===== src/rtl/serial_tx.sv =====
// serial_tx: parallel-in, serial-out frame transmitter.
// Sends start bit, NUM_BITS data bits, an optional parity bit and a stop bit.
// Every bit is held for BIT_CYCLES clocks. tx comes straight from a flop.
module serial_tx #(
  parameter int NUM_BITS   = 8,
  parameter int BIT_CYCLES = 4,
  parameter int LSB_FIRST  = 1,
  parameter int PARITY     = 0
) (
  input  logic                clk,
  input  logic                reset,
  input  logic                load,
  input  logic [NUM_BITS-1:0] dat_in,
  output logic                ready,
  output logic                tx,
  output logic                busy,
  output logic                done
);

  typedef enum logic [2:0] {
    S_IDLE,
    S_START,
    S_DATA,
    S_PAR,
    S_STOP
  } state_t;

  // One spare bit keeps BW at 1 or more when BIT_CYCLES is 1.
  localparam int BW = $clog2(BIT_CYCLES + 1);
  localparam int DW = $clog2(NUM_BITS);
  localparam logic [BW-1:0] BCNT_LAST = BW'(BIT_CYCLES - 1);
  localparam logic [DW-1:0] DCNT_LAST = DW'(NUM_BITS - 1);

  state_t              state_q, state_d;
  logic [BW-1:0]       bcnt_q, bcnt_d;
  logic [DW-1:0]       dcnt_q, dcnt_d;
  logic [NUM_BITS-1:0] sreg_q, sreg_d;
  logic                par_q, par_d;
  logic                tx_q, tx_d;
  logic                done_q, done_d;
  logic                bit_end;

  assign bit_end = (bcnt_q == BCNT_LAST);

  // Next state, bit timing, shifting, and the value tx takes next cycle.
  always_comb begin
    // NOTE: every signal gets a default before the case so no path leaves it unassigned (which would infer a latch).
    state_d = state_q;
    bcnt_d  = bcnt_q;
    dcnt_d  = dcnt_q;
    sreg_d  = sreg_q;
    par_d   = par_q;
    done_d  = 1'b0;
    tx_d    = 1'b1;

    if (state_q != S_IDLE) begin
      bcnt_d = bit_end ? '0 : bcnt_q + BW'(1);
    end

    case (state_q)
      S_IDLE: begin
        if (load) begin
          sreg_d  = dat_in;
          par_d   = (PARITY == 2) ? ~^dat_in : ^dat_in;
          bcnt_d  = '0;
          dcnt_d  = '0;
          state_d = S_START;
        end
      end
      S_START: begin
        if (bit_end) state_d = S_DATA;
      end
      S_DATA: begin
        if (bit_end) begin
          if (dcnt_q == DCNT_LAST) begin
            dcnt_d  = '0;
            state_d = (PARITY != 0) ? S_PAR : S_STOP;
          end else begin
            dcnt_d = dcnt_q + DW'(1);
            sreg_d = (LSB_FIRST != 0) ? (sreg_q >> 1) : (sreg_q << 1);
          end
        end
      end
      S_PAR: begin
        if (bit_end) state_d = S_STOP;
      end
      S_STOP: begin
        if (bit_end) begin
          state_d = S_IDLE;
          done_d  = 1'b1;
        end
      end
      default: state_d = S_IDLE;
    endcase

    // tx is registered, so it is derived from the state being entered.
    case (state_d)
      S_START: tx_d = 1'b0;
      S_DATA:  tx_d = (LSB_FIRST != 0) ? sreg_d[0] : sreg_d[NUM_BITS-1];
      S_PAR:   tx_d = par_d;
      default: tx_d = 1'b1;
    endcase
  end

  // State register; reset abandons any frame in flight and parks the line high.
  always_ff @(posedge clk or posedge reset) begin
    if (reset) begin
      // NOTE: sequential state uses non-blocking assignments so every flop samples pre-edge values.
      state_q <= S_IDLE;
      bcnt_q  <= '0;
      dcnt_q  <= '0;
      sreg_q  <= '0;
      par_q   <= 1'b0;
      tx_q    <= 1'b1;
      done_q  <= 1'b0;
    end else begin
      state_q <= state_d;
      bcnt_q  <= bcnt_d;
      dcnt_q  <= dcnt_d;
      sreg_q  <= sreg_d;
      par_q   <= par_d;
      tx_q    <= tx_d;
      done_q  <= done_d;
    end
  end

  assign ready = (state_q == S_IDLE);
  assign busy  = (state_q != S_IDLE);
  assign tx    = tx_q;
  assign done  = done_q;

endmodule


===== config.mk =====
export PLATFORM = sky130hd
export DESIGN_NAME = serial_tx
export DESIGN_NICKNAME = d
export VERILOG_FILES = /design/src/rtl/serial_tx.sv
export SDC_FILE = /design/constraint.sdc
export NUM_CORES = 1
export LEC_CHECK = 0
export CORE_AREA = 2 2 49 51
export CTS_BUF_LIST = sky130_fd_sc_hd__clkbuf_8
export DETAILED_ROUTE_END_ITERATION = 8
export DIE_AREA = 0 0 51 53
export PLACE_DENSITY = 0.73
export SLEW_MARGIN = 20
export SYNTH_ARGS = -nofsm -noshare
export SYNTH_HDL_FRONTEND = slang
export SYNTH_SLANG_ARGS = --single-unit

===== constraint.sdc =====
create_clock -name clk -period 2.9 [get_ports clk]
set_input_delay 0.58 -clock clk [delete_from_list [all_inputs] [get_ports clk]]
set_output_delay 0.58 -clock clk [all_outputs]
set_load 0.01 [all_outputs]

==> impl_results.md <==
* Outcome: complete, no violations
* Via count at just over 800
* TritonCTS clock tree: built
* Buffers on Ports at 14
* Largest net degree at the start of global routing at 21
* WP buf/inv at 2
* Worst Max-Slew Pin Slew at 746 ps
* GRT overflow at 0
* Root buf cell: clkbuf_8
* Final TNS setup at 0 ps
* Avg Vias per Cell at roughly 5.4
* CP max stage cell: clkdlybuf4s50_1
* Hold Path End: sreg_q[6]
* CORE AREA at 2150 um2
* WL/cell at between 10 and 15 um
* Cts hold-fix bufs at 0
* Post-synth EDFFs at 0
* Placed Area at 1210 um2
* Syn_nets at 121
* Mapped Area at between 1000 and 1500 um2
* Clock Sinks at 20
* CP peak stage delay at ~550 ps
* Critical Path AT at approximately 1700 ps
* GPL Wtd Cong at a little over 0.8
* # IOs at 15
* Synth-to-layout area growth at 19.7%
* Worst Setup End Kind: output pin
* Yosys top cell by area: dfrtp_1
* Crit path max-delay family: buffers and inverters
* Ys flop type: dfrtp_1
* Synthesized instance count at about 110
* Critical path startpoint category: register
* Die Ht at about 53 um
* Setup CP Type: register to output pin
* Hold path startpoint: sreg_q[6]
* Leak at roughly 0.00055 uW
* Vias in the first global route at a little under 800
* First-pass GRT wire length at 3550 um
* Synth area leaders: dfrtp_1 (45%), nand2_1 (8.2%), a22oi_1 (6.4%)
* R2r setup slk at just under 900 ps
* Max Cap Viol at 0
* Power Density at 907 nW/um2
* H-tree level count at 1
* Cell Rows at 17
* Clk_skew at between 1 and 1.5 ps
* Fill count at 192
* Count leader, synth: nand2_1
* Postcts setup bufs at 0
* Crit-path max FO at 10
* Share of layout cells above drive strength 1 at between 8 and 9%
* Final Hold Viols at 0
* TritonRoute pass-1 iters at 4
* Antenna viol nets, final at 0
* Cell Chain, Critical Path: nor2_1 -> nand2_1 -> inv_1 -> clkdlybuf4s50_1
* Post-synthesis sequential area ratio at a little under half
* Cell variety after synth at 30
* Tmin final at about 2300 ps
* DP HPWL at 1580 um
* Synth top cells by count: nand2_1 (23), dfrtp_1 (19), a22oi_1 (9), o21ai_0 (9), xnor2_1 (7)
* CP required at 2320 ps
* Fmax at around 430 MHz
* Maximum vdd drop at 577 uV
* Initial antenna violation count at 0
* Reg2reg path depth at 6
* Number of diodes at 0
* Routed WL at 2000 um
* Fin crit share at 79.7%
* Mean area per synthesized cell at approximately 9.9 um2
* HP Class: register to register
* Horiz. Die Dim at ~51 um
* Drt drc at 0
* RSZ-0062 raised after global routing: no
* Setup violators final at 0
* Total GRT Usage at around 18%
* Final-stage net count at about 140
* Clk Latency, worst-skew pair at ~260 ps
* Fin. max-slew vios at 0
* Die area at about 2700 um2
* Iter 0 DRT Violations at 10
* Post-synth ARST share at 100%
* Initial Util at about 50%
* Yosys warnings at 0
* Total power at ~1100 uW
* Clock-pin slew on the worst setup and hold paths at roughly 70 ps
* WHS Path Cells at 2
* Yosys reg bits at 20
* Cell area after layout at between 1000 and 1500 um2
* Relative slew slack at 50.2%
* Top-area cell type share of the netlist area at between 40% and 50%
* RR Startpoint: dcnt_q[0]
* Max clock buf depth at 2
* Cts bufs inserted at 3
* RR Endpoint: tx
* Post_cts resized at 0
## final cells by class
cell class	instances	area, um2	area share (%)
well taps	28	35.0	2.77
inverters	4	15.0	1.19
repair buffers	15	148	11.7
clock buffers	4	55.1	4.36
flip-flops and latches	20	502	39.7
multi-input cells	79	509	40.3
## metal layers
metal	share of wire (%)	routed length [um]	track usage (%)
met1	47	929	23.7
met2	48	955	27.1
met3	4.3	85	4.80
met4	1.3	25	9.91
met5	0	0	0
## cells in the final DEF (no fill, tap or decap), drive strengths merged, types with 2 or more instances in the layout
| cell type | n |
|---|---|
| a21oi | 2 |
| a22oi | 9 |
| and2 | 2 |
| clkbuf | 4 |
| clkdlybuf4s50 | 14 |
| dfrtp | 19 |
| ha | 3 |
| inv | 4 |
| nand2 | 23 |
| nand3b | 3 |
| nor2 | 6 |
| o21ai | 9 |
| xnor2 | 7 |
## how the worst max path moves through the flow
| stage | from | end | slack (ps) | cells past startpoint |
|---|---|---|---|---|
| final | state_q[0] | ready | 590 | 4 |
| after global routing | state_q[0] | ready | 470 | 4 |
| after CTS | state_q[0] | ready | 580 | 4 |
| after detailed placement | load | tx | 640 | 6 |
| after global placement | load | tx | 660 | 6 |
| after floorplan | bcnt_q[0] | tx | 1010 | 6 |
## metrics by stage
stage	std cells	setup WS (ps)	utilization, %	hold WS (ps)
final	150	588	58.8	481
after global placement	146	656	56.3	463
after detailed placement	146	637	56.3	466
after CTS	150	585	58.8	483
after floorplan	107	1010	-	444
after global routing	150	475	58.8	533
## registers in the layout (all words and copies together) (netlist names)
name,flops
sreg_q,8
bcnt_q,3
dcnt_q,3
state_q,3
done,1
par_q,1
tx,1
## logic make-up after synthesis
family	synth area share, %
AOI/OAI and AO/OA	18.5
xor gates and xnor gates	5.81
adders and majority gates	3.55
buffers and inverters	4.27
DFF	47.5
and+or+nand+nor	20.4
## worst register-to-register path, delay by kind of cell (launching register included)
kind,cells,cell delay (ps)
AOI/OAI and AO/OA,3,830
adders and majority gates,2,470
DFF,1,410
and+or+nand+nor,1,230
## report_power, final
part,internal [uW],switching [uW],leakage (uW)
clock network,121,90.5,0.0000288
logic,208,238,0.000271
registers,393,94.9,0.000254
total,722,424,0.000553
Note: power is estimated with default switching activity, not from simulation.
